<file path="src/rtl/fetch_pc_redirect_pkg.sv">
// Processor-wide fetch definitions: PC width, instruction size and the
// prediction record kept for every fetched instruction until EX resolves it.
package fetch_pc_redirect_pkg;

    localparam int              PC_W        = 32;
    localparam logic [PC_W-1:0] INSTR_BYTES = 32'd4;

    typedef struct packed {
        logic [PC_W-1:0] pc;
        logic [PC_W-1:0] pred_next;
    } pred_entry_t;

    // Fall-through address; wraps modulo 2^32, low bits carried through.
    function automatic logic [PC_W-1:0] seq_pc(input logic [PC_W-1:0] pc);
        return pc + INSTR_BYTES;
    endfunction

endpackage

</file>
<file path="src/rtl/fetch_pc_redirect_if.sv">
// Fetch-stage bus: branch target cache lookup, EX resolution and fetch status.
// The pipeline side is the master, the fetch PC unit is the slave.
interface fetch_pc_redirect_if
    import fetch_pc_redirect_pkg::*;
#(
    parameter int CNT_W = 16
);
    logic              iStall;
    logic              iCacheHit;
    logic [PC_W-1:0]   iCacheAddress;
    logic              iResValid;
    logic              iResTaken;
    logic [PC_W-1:0]   iResTarget;
    logic [PC_W-1:0]   oPC;
    logic              oFetchValid;
    logic              oFlush;
    logic              oQFull;
    logic [CNT_W-1:0]  oHitCnt;
    logic [CNT_W-1:0]  oMissCnt;

    modport master (
        output iStall, iCacheHit, iCacheAddress, iResValid, iResTaken, iResTarget,
        input  oPC, oFetchValid, oFlush, oQFull, oHitCnt, oMissCnt
    );

    modport slave (
        input  iStall, iCacheHit, iCacheAddress, iResValid, iResTaken, iResTarget,
        output oPC, oFetchValid, oFlush, oQFull, oHitCnt, oMissCnt
    );

endinterface

</file>
<file path="src/rtl/fetch_pc_redirect_pred_fifo.sv">
// Circular buffer of in-flight predictions, oldest at the head.
// Supports simultaneous push/pop and a synchronous clear used on mispredict.
module fetch_pc_redirect_pred_fifo
    import fetch_pc_redirect_pkg::*;
#(
    parameter int DEPTH = 4
) (
    input  logic                     i_clk,
    input  logic                     i_rst,
    input  logic                     i_clr,
    input  logic                     i_push,
    input  logic                     i_pop,
    input  pred_entry_t              i_wdata,
    output pred_entry_t              o_head,
    output logic [$clog2(DEPTH):0]   o_count
);
    localparam int PTR_W = $clog2(DEPTH);

    pred_entry_t        r_mem [DEPTH];
    logic [PTR_W-1:0]   r_rd_ptr;
    logic [PTR_W-1:0]   r_wr_ptr;
    logic [PTR_W:0]     r_count;

    // NOTE: storage has no reset; only pointers and count define validity,
    // so clearing them is enough and the array maps onto plain RAM/flops.
    always_ff @(posedge i_clk) begin
        if (i_push) begin
            r_mem[r_wr_ptr] <= i_wdata;
        end
    end

    // Pointers wrap naturally because DEPTH is a power of two.
    always_ff @(posedge i_clk) begin
        if (i_rst || i_clr) begin
            r_rd_ptr <= '0;
            r_wr_ptr <= '0;
            r_count  <= '0;
        end else begin
            if (i_push) r_wr_ptr <= r_wr_ptr + 1'b1;
            if (i_pop)  r_rd_ptr <= r_rd_ptr + 1'b1;
            case ({i_push, i_pop})
                2'b10:   r_count <= r_count + 1'b1;
                2'b01:   r_count <= r_count - 1'b1;
                default: r_count <= r_count;
            endcase
        end
    end

    assign o_head  = r_mem[r_rd_ptr];
    assign o_count = r_count;

endmodule

</file>
<file path="src/rtl/fetch_pc_redirect.sv">
// Fetch PC register with BTC-driven next-PC selection, in-flight prediction
// tracking, mispredict redirect/flush and saturating hit/miss statistics.
module fetch_pc_redirect
    import fetch_pc_redirect_pkg::*;
#(
    parameter logic [PC_W-1:0] RESET_PC = 32'd0,
    parameter int              QDEPTH   = 4,
    parameter int              CNT_W    = 16
) (
    input  logic                  Clk,
    input  logic                  Reset,
    fetch_pc_redirect_if.slave    bus
);
    localparam int             CW       = $clog2(QDEPTH) + 1;
    localparam logic [CW-1:0]  QDEPTH_C = CW'(QDEPTH);

    logic [PC_W-1:0]   r_pc;
    logic              r_flush;
    logic [CNT_W-1:0]  r_hit_cnt;
    logic [CNT_W-1:0]  r_miss_cnt;

    pred_entry_t       w_head;
    pred_entry_t       w_entry;
    logic [CW-1:0]     w_count;
    logic              w_pop;
    logic              w_push;
    logic              w_mispredict;
    logic [PC_W-1:0]   w_pred_next;
    logic [PC_W-1:0]   w_actual_next;
    logic [PC_W-1:0]   w_pc_next;

    fetch_pc_redirect_pred_fifo #(.DEPTH(QDEPTH)) u_pred_fifo (
        .i_clk   (Clk),
        .i_rst   (Reset),
        .i_clr   (w_mispredict),
        .i_push  (w_push),
        .i_pop   (w_pop),
        .i_wdata (w_entry),
        .o_head  (w_head),
        .o_count (w_count)
    );

    // Reset gates push/pop so a resolve arriving during reset is dropped.
    always_comb begin
        w_pred_next   = bus.iCacheHit ? bus.iCacheAddress : seq_pc(r_pc);
        w_pop         = ~Reset & bus.iResValid & (w_count != '0);
        w_actual_next = bus.iResTaken ? bus.iResTarget : seq_pc(w_head.pc);
        w_mispredict  = w_pop & (w_actual_next != w_head.pred_next);
        w_push        = ~Reset & ~bus.iStall & ~w_mispredict
                        & ((w_count < QDEPTH_C) | w_pop);
        w_entry       = '{pc: r_pc, pred_next: w_pred_next};
        w_pc_next     = r_pc;
        if (w_mispredict) begin
            w_pc_next = w_actual_next;
        end else if (w_push) begin
            w_pc_next = w_pred_next;
        end
    end

    always_ff @(posedge Clk) begin
        if (Reset) begin
            r_pc       <= RESET_PC;
            r_flush    <= 1'b0;
            r_hit_cnt  <= '0;
            r_miss_cnt <= '0;
        end else begin
            r_pc    <= w_pc_next;
            r_flush <= w_mispredict;
            if (w_push && bus.iCacheHit && (r_hit_cnt != '1)) begin
                r_hit_cnt <= r_hit_cnt + 1'b1;
            end
            if (w_mispredict && (r_miss_cnt != '1)) begin
                r_miss_cnt <= r_miss_cnt + 1'b1;
            end
        end
    end

    assign bus.oPC         = r_pc;
    assign bus.oFetchValid = w_push;
    assign bus.oFlush      = r_flush;
    assign bus.oQFull      = (w_count == QDEPTH_C);
    assign bus.oHitCnt     = r_hit_cnt;
    assign bus.oMissCnt    = r_miss_cnt;

endmodule
</file>
<file path="src/flat_wrapper.sv">
// flat-port wrapper written by rule: the top's interface ports become plain ports
module fetch_pc_redirect_flat import fetch_pc_redirect_pkg::*;
#(
    parameter logic [PC_W-1:0] RESET_PC = 32'd0,
    parameter int              QDEPTH   = 4,
    parameter int              CNT_W    = 16
)
  (Clk, Reset, bus_iStall, bus_iCacheHit, bus_iCacheAddress, bus_iResValid, bus_iResTaken, bus_iResTarget, bus_oPC, bus_oFetchValid, bus_oFlush, bus_oQFull, bus_oHitCnt, bus_oMissCnt);
  fetch_pc_redirect_if #(.CNT_W(CNT_W)) bus_i ();
  input  logic Clk;
  input  logic Reset;
  input wire logic [$bits(bus_i.iStall)-1:0] bus_iStall;
  input wire logic [$bits(bus_i.iCacheHit)-1:0] bus_iCacheHit;
  input wire logic [$bits(bus_i.iCacheAddress)-1:0] bus_iCacheAddress;
  input wire logic [$bits(bus_i.iResValid)-1:0] bus_iResValid;
  input wire logic [$bits(bus_i.iResTaken)-1:0] bus_iResTaken;
  input wire logic [$bits(bus_i.iResTarget)-1:0] bus_iResTarget;
  output wire logic [$bits(bus_i.oPC)-1:0] bus_oPC;
  output wire logic [$bits(bus_i.oFetchValid)-1:0] bus_oFetchValid;
  output wire logic [$bits(bus_i.oFlush)-1:0] bus_oFlush;
  output wire logic [$bits(bus_i.oQFull)-1:0] bus_oQFull;
  output wire logic [$bits(bus_i.oHitCnt)-1:0] bus_oHitCnt;
  output wire logic [$bits(bus_i.oMissCnt)-1:0] bus_oMissCnt;
  assign bus_i.iStall = bus_iStall;
  assign bus_i.iCacheHit = bus_iCacheHit;
  assign bus_i.iCacheAddress = bus_iCacheAddress;
  assign bus_i.iResValid = bus_iResValid;
  assign bus_i.iResTaken = bus_iResTaken;
  assign bus_i.iResTarget = bus_iResTarget;
  assign bus_oPC = bus_i.oPC;
  assign bus_oFetchValid = bus_i.oFetchValid;
  assign bus_oFlush = bus_i.oFlush;
  assign bus_oQFull = bus_i.oQFull;
  assign bus_oHitCnt = bus_i.oHitCnt;
  assign bus_oMissCnt = bus_i.oMissCnt;
  fetch_pc_redirect #(.RESET_PC(RESET_PC), .QDEPTH(QDEPTH), .CNT_W(CNT_W)) u_core (.Clk(Clk), .Reset(Reset), .bus(bus_i));
endmodule
</file>
<file path="config.mk">
export PLATFORM = sky130hd
export DESIGN_NAME = fetch_pc_redirect_flat
export DESIGN_NICKNAME = d
export VERILOG_FILES = /design/src/rtl/fetch_pc_redirect_pkg.sv /design/src/rtl/fetch_pc_redirect_if.sv /design/src/rtl/fetch_pc_redirect_pred_fifo.sv /design/src/rtl/fetch_pc_redirect.sv /design/src/flat_wrapper.sv
export SDC_FILE = /design/constraint.sdc
export NUM_CORES = 1
export LEC_CHECK = 0
export CORE_ASPECT_RATIO = 1.4
export CORE_MARGIN = 2
export CORE_UTILIZATION = 50
export CTS_BUF_LIST = sky130_fd_sc_hd__clkbuf_16
export DETAILED_ROUTE_END_ITERATION = 7
export GPL_TIMING_DRIVEN = 0
export PLACE_DENSITY_LB_ADDON = 0.1
export SLEW_MARGIN = 20
export SYNTH_ARGS = -nofsm -noshare
export SYNTH_HDL_FRONTEND = slang
export SYNTH_SLANG_ARGS = --single-unit
</file>
<file path="constraint.sdc">
create_clock -name Clk -period 7.9 [get_ports Clk]
set_clock_uncertainty 0.15 [all_clocks]
set_input_delay 1.185 -clock Clk [delete_from_list [all_inputs] [get_ports Clk]]
set_output_delay 1.185 -clock Clk [all_outputs]
set_load 0.05 [all_outputs]
</file>
==> flow_metrics.py, run 1 <==
metrics = {
    "run_status": {
        "outcome": "complete, no violations",
    },
    "worst_setup_path": {
        "criticalPathCategory": "flip-flop to primary output",
        "critical_path_required_ns": 6.57,
        "critPathCaptureType": "primary output",
        "critPathArrivalTime_ns": 6.20,
        "cp-start-kind": "flip-flop",
        "critPathMaxFanout": 10,
    },
    "clock_tree": {
        "cts_sinks": 330,
        "clkLatencyLatePin_ns": 0.57,
        "cts_tree": "yes",
        "cts_setup_buffers": 0,
        "cts.root.buffer_cell": "clkbuf_16",
        "clk_pin_slew_ns": 0.06,
        "numCtsBuffers": 31,
        "clockBufferDepth": 3,
        "htree_levels": 1,
    },
    "placement": {
        "numPortBuffers": 134,
        "dpl_cell_area_sq_mm": 0.0180,
        "gp_congestion": 0.974,
        "dp_hpwl_um": 36100,
        "placed_cells": 1828,
    },
    "yosys": {
        "ys_types": 68,
        "synth_seq_cells": 330,
        "ys.flop_type": "edfxtp_1",
        "synth.top_cells.by_area": "edfxtp_1 (48%), dfxtp_1 (9.2%), mux4_2 (8.9%), nand2_1 (3.6%), xnor2_1 (2.9%)",
        "syn_area_per_cell_sq_um": 12.4,
        "yosys.area.top_type": "edfxtp_1",
        "netlist_area_sq_mm": 0.0161,
        "ys_warn_count": 0,
        "synthCells": 1295,
        "yosysTopAreaCellShare_pct": 47.7,
        "async_flop_share_pct": 0,
        "yosysSeqAreaShare_pct": 56.9,
        "synth_edf_count": 256,
        "syn_nets": 1375,
    },
    "timing": {
        "rsz0062_at_grt": "false",
        "report.final.setup_viol": 0,
        "slew_violations": 0,
        "slew_headroom_pct": 33.4,
        "min_period_over_period_pct": 95.4,
        "hold_viol_final": 0,
        "setup_tns_ns": 0,
        "fmax_mhz": 133,
        "finalCriticalPeriod_ns": 7.53,
        "tightest_slew_ns": 0.991,
    },
    "route": {
        "drc": 0,
        "drt_iter0_markers": 947,
        "final_antenna_net_count": 0,
        "viasPerCell": 6.18,
        "drt-total-wl_um": 50400,
        "wl_per_cell_um": 26.7,
        "dr_total_vias": 11700,
        "drt_first_pass_iters": 5,
    },
    "pwr": {
        "p_per_area_mw_per_mm2": 219,
        "ir_drop_mv": 0.195,
        "finalPower_mw": 4.15,
        "leakage_nw": 6.25,
    },
    "layout": {
        "seq_area_sq_mm": 0.00917,
        "instances_no_fill": 1885,
        "fin_nets": 1546,
        "synthToLayoutAreaGrowth_pct": 17.8,
        "layout-drive-gt1-share_pct": 13.8,
        "final_cell_mix": "edfxtp_1 (256), nand2_1 (155), clkdlybuf4s50_1 (133)",
        "mostFrequentLayoutCell": "edfxtp_1",
        "post-route-util_pct": 59.9,
        "n_fill_cell": 2645,
        "fin_area_sq_mm": 0.0190,
        "multi_input_area_sq_mm": 0.00623,
    },
    "die": {
        "start_util_pct": 50.8,
        "die_area_sq_mm": 0.0337,
        "rows": 77,
        "core_sq_mm": 0.0317,
        "boundaryPins": 137,
        "die_w_um": 156,
        "die_y_um": 216,
    },
    "global_route": {
        "grt_max_degree": 42,
        "grt_pass1_vias": 11700,
        "grt_pass1_wl_um": 74700,
        "grt-ovfl-total": 0,
        "grt_antenna_before_repair": 0,
        "track_usage_pct": 30.2,
    },
    "run": {
        "maxCapViolCount": 0,
    },
    "worst_hold_path": {
        "hp-class": "flip-flop to flip-flop",
    },
}
-- stage by stage --
stage	hold slack, ns	setup WS, ns
6_report	0.342	0.366
2_1_floorplan	0.319	1.51
5_1_grt	0.374	0.0897
4_1_cts	0.343	0.0824
3_3_place_gp	0.312	-1.27
3_5_place_dp	0.326	0.0739
-- routing by layer --
metal  wire length [um]  global-route usage (%)  share of wire, %
met4               2200                    12.3               4.4
met1              19700                    38.8                39
met3               3190                    4.02               6.3
met5                  0                       0                 0
met2              25300                    51.8                50
-- state kept, by name, indices dropped and copies added (netlist names), named ones only --
register and cells:
u_core.bus.oPC 32, u_core.bus.oMissCnt 16, u_core.u_pred_fifo.r_wr_ptr 2, u_core.u_pred_fifo.o_count 3, u_core.u_pred_fifo.r_mem 256, u_core.bus.oHitCnt 16
u_core.bus.oFlush 1, u_core.u_pred_fifo.r_rd_ptr 2
-- worst paths after layout --
check,startpoint,to,slack [ns],cells past startpoint
hold / removal,u_core.bus.oMissCnt[5],u_core.bus.oMissCnt[5],0.34,1
setup / recovery,flip-flop,bus_oFetchValid,0.37,18
setup reg to reg,flip-flop,u_core.u_pred_fifo.r_mem[1][22],1.22,19
hold reg to reg,u_core.bus.oMissCnt[5],u_core.bus.oMissCnt[5],0.34,1
-- cells in the mapped netlist (all sizes together) (6+ instances only) --
master  instances
nand3          50
xnor2          54
nor2           77
nor2b          13
or3            11
dfxtp          74
or4             6
inv            26
a311oi         26
mux2           19
nor4           14
a21o            6
mux2i          16
nor3           22
nand2         155
and4            7
ha              9
and3           24
nand2b          9
xor2           42
and2           11
o21ai          52
a211oi         23
mux4           64
nand4          33
buf            61
edfxtp        256
clkbuf         43
a21oi          32
-- final cells by class --
type / count / share of cell area, %
flip-flops and latches: 330 / 48.3
multi-input cells: 834 / 32.8
repair buffers: 138 / 7.50
clock buffers: 33 / 4.35
plain buffers: 104 / 3.28
well taps: 395 / 2.60
clock inverters: 23 / 0.580
inverters: 27 / 0.547
diodes: 1 / 0.0132
-- kinds of logic (layout without fill, tap and decap cells) --
group	count (synthesis)	in the layout	synth area share (%)
multiplexers	99	99	11.3
buffers and inverters	131	325	4.49
other	0	1	0
AND/OR/NAND/NOR	446	446	13.5
AO/OA/AOI/OAI	183	183	7.69
flip-flops	330	330	56.9
adder cells (fa/ha/maj)	10	10	0.824
XOR/XNOR	96	96	5.27
-- worst max-delay path, cell delays in order (launching register included) --
cell and delay [ns]:
dfxtp_1 0.31, buf_4 0.19, buf_6 0.21, buf_6 0.21
buf_6 0.23, buf_2 0.40, buf_2 0.41, mux4_2 0.37
xnor2_1 0.21, a2111oi_0 0.49, o2111ai_1 0.22, nor4_1 0.24
nand4_1 0.21, nor4_2 0.63, nand2b_1 0.18, buf_4 0.20
inv_4 0.08, nor3_2 0.42, clkbuf_2 0.37
-- repair_timing --
item / in CTS / in global routing
endpoints found under the setup margin: 1 / 1
resized for setup: 3 / 2
hold buffers: 0 / 0
cloned: 0 / 0
-- report_power, final --
group / total (mW) / internal [mW] / switching [mW]
Sequential: 2.03 / 1.97 / 0.0625
Combinational: 0.728 / 0.277 / 0.451
Clock: 1.39 / 0.749 / 0.645
No activity file was read; power rests on OpenSTA's default activity.
==> run 2: changes to the inputs <==
SLEW_MARGIN = 10   (was 20)
clock period = 8.7 ns   (was 7.9 ns; I/O delays follow)
==> flow_metrics.py, run 2 (synthesized netlist as in run 1, its figures left out) <==
metrics = {
    "route": {
        "viasPerCell": 6.21,
        "drt_iter0_markers": 1028,
        "final_antenna_net_count": 0,
        "wl_per_cell_um": 27.0,
        "drc": 0,
        "drt_first_pass_iters": 6,
        "dr_total_vias": 11700,
        "drt-total-wl_um": 50900,
    },
    "worst_setup_path": {
        "reg2reg_depth": 19,
        "slowest_delay_ns": 0.90,
        "reg2reg_slack_ns": 1.82,
        "critPathSlowestCell": "clkdlybuf4s50_1",
        "path_cells": "buf_4 -> buf_6 -> buf_6 -> buf_6 -> buf_2 -> clkbuf_2 -> mux4_2 -> xnor2_1 -> a2111oi_0 -> o2111ai_1 -> nor4_1 -> nand4_1 -> nor4_2 -> nand2b_1 -> buf_4 -> inv_4 -> nor3_2 -> clkdlybuf4s50_1",
        "critPathArrivalTime_ns": 6.93,
        "endpoint": "bus_oFetchValid",
        "critical_path_required_ns": 7.24,
        "criticalPathCategory": "flip-flop to primary output",
        "critPathCaptureType": "primary output",
        "cp-start-kind": "flip-flop",
        "cp_common_cell": "buf_6",
        "timing.rr.end": "u_core.u_pred_fifo.r_mem[0][54]",
        "critPathMaxFanout": 19,
    },
    "clock_tree": {
        "cts_tree": "yes",
        "cts_sinks": 330,
        "clockBufferDepth": 3,
        "clkLatencyLatePin_ns": 0.58,
        "numCtsBuffers": 31,
        "postCtsHoldBufs": 0,
        "clk_pin_slew_ns": 0.07,
        "htree_levels": 1,
        "cts.root.buffer_cell": "clkbuf_16",
    },
    "layout": {
        "instances_no_fill": 1884,
        "largest-register": "u_core.u_pred_fifo.r_mem",
        "mostFrequentLayoutCell": "edfxtp_1",
        "largest_reg_flops": 256,
        "fin_nets": 1545,
        "antenna_cells": 0,
        "layout-drive-gt1-share_pct": 13.9,
        "final_cell_mix": "edfxtp_1 (256), nand2_1 (155), clkdlybuf4s50_1 (134)",
        "fin_area_sq_mm": 0.0191,
        "synthToLayoutAreaGrowth_pct": 18.6,
    },
    "global_route": {
        "grt.busiest_layer": "met2",
        "grt_max_degree": 44,
        "track_usage_pct": 30.4,
        "gr-usage-met2_pct": 52.6,
        "grt_pass1_vias": 11800,
        "grt_antenna_before_repair": 0,
        "grt_pass1_wl_um": 75300,
        "met1_usage_pct": 38.8,
        "grt-ovfl-total": 0,
        "globalRouteMet3Util_pct": 4.24,
    },
    "timing": {
        "setup_ws_ns": 0.318,
        "hold_viol_final": 0,
        "min_period_over_period_pct": 96.3,
        "report.final.setup_viol": 0,
        "slew_headroom_pct": 30.9,
        "finalCriticalPeriod_ns": 8.38,
        "fmax_mhz": 119,
        "rsz0062_at_grt": "false",
        "slew_violations": 0,
        "setup_tns_ns": 0,
        "tightest_slew_ns": 1.03,
    },
    "placement": {
        "dpl_cell_area_sq_mm": 0.0180,
        "numPortBuffers": 134,
        "pre_cts_slack_ns": 0.665,
        "dp_hpwl_um": 36200,
        "gp_congestion": 0.974,
        "placed_cells": 1828,
    },
    "pwr": {
        "finalPower_mw": 3.92,
        "leakage_nw": 6.28,
        "p_per_area_mw_per_mm2": 205,
        "ir_drop_mv": 0.177,
    },
    "die": {
        "die_w_um": 156,
        "core_sq_mm": 0.0317,
        "rows": 77,
        "start_util_pct": 50.8,
        "die_area_sq_mm": 0.0337,
        "die_y_um": 216,
        "boundaryPins": 137,
    },
    "worst_hold_path": {
        "hp-class": "flip-flop to flip-flop",
    },
    "run": {
        "maxCapViolCount": 0,
    },
    "run_status": {
        "outcome": "complete, no violations",
    },
}
## run 2: changes by cell type in the layout (fill, tap and decap cells not counted)
| cell | before | now |
|---|---|---|
| clkbuf_16 | 33 | 31 |
| buf_2 | 16 | 15 |
| clkinv_2 | 5 | 4 |
| clkbuf_2 | 2 | 1 |
| buf_16 | 1 | 2 |
| clkinv_4 | 2 | 0 |
| clkdlybuf4s50_1 | 133 | 134 |
| inv_1 | 32 | 29 |
| diode_2 | 1 | 0 |
| buf_12 | 3 | 2 |
| clkinvlp_4 | 2 | 4 |
| clkinv_1 | 8 | 9 |
| bufinv_16 | 0 | 6 |
## run 2: repair_timing
item	4_1_cts	5_1_grt
endpoints found under the setup margin	0	1
buffers inserted	0	0
gates resized for setup	0	1
## run 2: cell type report
class / count / area [sq um]
Tap cell: 395 / 494
Clock inverter: 26 / 275
Buffer: 103 / 617
Sequential cell: 330 / 9170
Timing Repair Buffer: 138 / 1440
Inverter: 27 / 104
Multi-Input combinational cell: 834 / 6230
Clock buffer: 31 / 776
Fill cell: 2638 / 12600
## run 2: layer usage
layer  vias to the layer above  routed length, um
li1                       5210                  -
met1                      5865              19800
met2                       506              25900
met3                       110               3200
met4                         0               2080
met5                         -                  0
## run 2: how the worst min path moves through the flow
stage,from,end,slack [ns],cells after the start
finish,u_core.bus.oMissCnt[5],u_core.bus.oMissCnt[5],0.34,1
global route,u_core.bus.oMissCnt[4],u_core.bus.oMissCnt[4],0.38,1
CTS,u_core.bus.oMissCnt[5],u_core.bus.oMissCnt[5],0.34,1
detailed placement,u_core.bus.oMissCnt[5],u_core.bus.oMissCnt[5],0.33,1
global placement,u_core.bus.oMissCnt[5],u_core.bus.oMissCnt[5],0.31,1
floorplan,u_core.u_pred_fifo.r_wr_ptr[1],u_core.u_pred_fifo.r_wr_ptr[1],0.32,2
## run 2: metrics by stage
step                utilization, %  hold WS [ns]
floorplan                        -         0.319
global placement              56.6         0.312
detailed placement            56.9         0.327
CTS                           60.2         0.342
global route                  60.3         0.375
finish                        60.3         0.342
## run 2: worst max-delay path: cells and delay by family (launching register included)
kind,cells,cell delay (ns)
DFF,1,0.31
AOI/OAI and AO/OA,2,0.68
muxes,1,0.38
xor gates and xnor gates,1,0.23
buffers and inverters,9,3.01
and+or+nand+nor,5,1.69
## run 2: where the power goes
part / leakage [nW] / internal, mW / switching (mW) / total [mW]
Clock: 0.517 / 0.823 / 0.597 / 1.42
Sequential: 2.98 / 1.78 / 0.0570 / 1.84
Combinational: 2.79 / 0.253 / 0.411 / 0.664
==> run 3: changes to the inputs <==
ABC_AREA = 1   (was default)
ABC_CLOCK_PERIOD_IN_PS = 8700   (was default)
==> flow_metrics.py, run 3 <==
metrics = {
    "run_status": {
        "outcome": "complete, no violations",
    },
    "layout": {
        "multi_input_area_sq_mm": 0.00676,
        "seq_area_sq_mm": 0.00917,
        "post-route-util_pct": 59.8,
        "fin_nets": 2303,
        "mostFrequentLayoutCell": "nand2_1",
        "layout-drive-gt1-share_pct": 8.99,
        "n_fill_cell": 3038,
        "fin_area_sq_mm": 0.0202,
        "final_cell_mix": "nand2_1 (765), edfxtp_1 (256), nor2_1 (204)",
        "largest_reg_flops": 256,
        "largest-register": "u_core.u_pred_fifo.r_mem",
        "antenna_cells": 0,
        "synthToLayoutAreaGrowth_pct": 18.7,
    },
    "placement": {
        "gp_congestion": 0.907,
        "dpl_cell_area_sq_mm": 0.0192,
        "dp_hpwl_um": 40500,
        "numPortBuffers": 134,
    },
    "yosys": {
        "async_flop_share_pct": 0,
        "syn_area_per_cell_sq_um": 8.34,
        "ys_warn_count": 0,
        "ys.flop_type": "edfxtp_1",
        "synth.most_common_cell": "nand2_1",
        "yosysTopAreaCellShare_pct": 45.1,
        "netlist_area_sq_mm": 0.0170,
        "synth_top_cells_by_count": "nand2_1 (765), edfxtp_1 (256), nor2_1 (208)",
        "synthCells": 2044,
        "syn_nets": 2124,
        "synth_edf_count": 256,
        "synth_seq_cells": 330,
        "synth.top_cells.by_area": "edfxtp_1 (45%), nand2_1 (17%), dfxtp_1 (8.7%), nand3_1 (4.9%), nor2_1 (4.6%)",
        "ys_types": 45,
        "yosys.area.top_type": "edfxtp_1",
        "yosysSeqAreaShare_pct": 53.8,
    },
    "clock_tree": {
        "cts.root.buffer_cell": "clkbuf_16",
        "postCtsHoldBufs": 0,
        "clk_pin_slew_ns": 0.06,
        "htree_levels": 2,
        "clockBufferDepth": 3,
        "cts_tree": "yes",
        "cts_setup_buffers": 0,
        "cts_sinks": 330,
        "clkLatencyLatePin_ns": 0.53,
        "ctsResizeCount": 0,
        "numCtsBuffers": 34,
    },
    "pwr": {
        "p_int_mw": 2.83,
        "p_sw_mw": 1.16,
        "p_per_area_mw_per_mm2": 197,
        "finalPower_mw": 3.99,
        "swShare_pct": 29.1,
        "power.share.sequential_pct": 46.2,
        "ir_drop_mv": 0.131,
        "p_comb_share_pct": 17.8,
        "leakage_nw": 8.09,
        "clockPowerShare_pct": 36.0,
    },
    "global_route": {
        "grt_max_degree": 25,
        "track_usage_pct": 30.4,
        "grt_pass1_vias": 14400,
        "grt_pass1_wl_um": 81900,
        "grt_antenna_before_repair": 0,
        "grt-ovfl-total": 0,
    },
    "timing": {
        "slew_violations": 0,
        "min_period_over_period_pct": 89.5,
        "slew_headroom_pct": 25.8,
        "hold_viol_final": 0,
        "finalCriticalPeriod_ns": 7.79,
        "report.final.setup_viol": 0,
        "rsz0062_at_grt": "false",
        "fmax_mhz": 128,
        "setup_tns_ns": 0,
        "tightest_slew_ns": 1.11,
    },
    "route": {
        "drc": 0,
        "dr_total_vias": 14900,
        "drt_iter0_markers": 1309,
        "viasPerCell": 5.53,
        "final_antenna_net_count": 0,
        "drt-total-wl_um": 54700,
        "wl_per_cell_um": 20.3,
        "drt_first_pass_iters": 5,
    },
    "run": {
        "maxCapViolCount": 0,
    },
    "worst_setup_path": {
        "path_buf_inv": 7,
        "crit_family": "buffers and inverters",
        "critPathMaxFanout": 10,
        "path_cells": "clkdlybuf4s50_1 -> inv_1 -> clkbuf_1 -> clkbuf_1 -> o21ai_0 -> nand2_1 -> o21ai_0 -> nor3_1 -> nand3_1 -> nor2_1 -> nand3_1 -> nand2_2 -> nand3_2 -> buf_1 -> inv_1 -> clkdlybuf4s50_1",
        "critPathArrivalTime_ns": 6.34,
        "criticalPathCategory": "primary input to primary output",
        "critical_path_required_ns": 7.24,
        "critPathSlowestCell": "clkdlybuf4s50_1",
        "cp-start-kind": "primary input",
        "critPathCaptureType": "primary output",
        "slowest_delay_ns": 0.81,
    },
    "die": {
        "die_y_um": 222,
        "rows": 80,
        "die_w_um": 160,
        "boundaryPins": 137,
        "start_util_pct": 50.4,
        "die_area_sq_mm": 0.0356,
        "core_sq_mm": 0.0338,
    },
    "worst_hold_path": {
        "hp-class": "flip-flop to flip-flop",
    },
}
[run 3: cell types whose count changed in the layout (fill, tap and decap cells not counted), moves of 21 or more]
| cell | before | now |
|---|---|---|
| nand2_1 | 155 | 765 |
| nor2_1 | 77 | 204 |
| nand3_1 | 50 | 166 |
| inv_1 | 29 | 118 |
| mux4_2 | 64 | 0 |
| xnor2_1 | 53 | 12 |
| a21oi_1 | 31 | 60 |
| a311oi_1 | 26 | 0 |
| and3_1 | 24 | 0 |
| a211oi_1 | 23 | 1 |
| a32oi_1 | 0 | 22 |
| o21ai_0 | 51 | 72 |
[run 3: final cells by class]
| type | count | share of cell area, % |
|---|---|---|
| Tap cell | 451 | 2.79 |
| Sequential cell | 330 | 45.3 |
| Inverter | 117 | 2.23 |
| Timing Repair Buffer | 143 | 7.52 |
| Buffer | 114 | 3.40 |
| Clock inverter | 26 | 0.965 |
| Clock buffer | 35 | 4.33 |
| Multi-Input combinational cell | 1483 | 33.4 |
[run 3: path summary, 6_finish.rpt]
check / startpoint / end / slack [ns] / cells past startpoint
max: bus_iResTaken / bus_oFetchValid / 0.91 / 16
max reg2reg: flip-flop / u_core.u_pred_fifo.r_mem[2][57] / 2.96 / 25
min reg2reg: u_core.u_pred_fifo.r_rd_ptr[0] / u_core.u_pred_fifo.r_rd_ptr[0] / 0.34 / 1
min: u_core.u_pred_fifo.r_rd_ptr[0] / u_core.u_pred_fifo.r_rd_ptr[0] / 0.34 / 1
[run 3: logic make-up (layout without fill, tap and decap cells)]
| kind of cell | after synthesis | in the layout | share of synthesized area [%] |
|---|---|---|---|
| fa+ha+maj | 10 | 10 | 0.778 |
| flops | 330 | 330 | 53.8 |
| buf+inv | 231 | 435 | 6.67 |
| compound gates | 181 | 181 | 6.04 |
| xor+xnor | 38 | 38 | 1.95 |
| simple gates | 1254 | 1254 | 30.7 |
[run 3: power by group through the flow]
stage | sequential [mW] | combinational (mW) | clock, mW
global route | 1.85 | 0.769 | 1.50
global placement | 1.88 | 0.679 | 0
finish | 1.84 | 0.710 | 1.44
floorplan | 1.86 | 0.444 | 0
CTS | 1.84 | 0.705 | 1.45
detailed placement | 1.88 | 0.701 | 0
[run 3: through the flow]
stage          setup slack [ns]  std cells  hold slack, ns
2_1_floorplan              2.38       2044           0.294
3_3_place_gp              -2.48       2629           0.307
3_5_place_dp              0.978       2638           0.334
4_1_cts                   0.962       2699           0.344
5_1_grt                   0.693       2699           0.371
6_report                  0.909       2699           0.343
[run 3: layer usage]
layer / global-route usage, % / share of wire (%) / vias to the layer above
met5: 0 / 0 / -
li1: - / - / 7099
met4: 15.2 / 5.1 / 0
met1: 34.9 / 37 / 7042
met2: 55.5 / 51 / 639
met3: 3.90 / 6.3 / 140
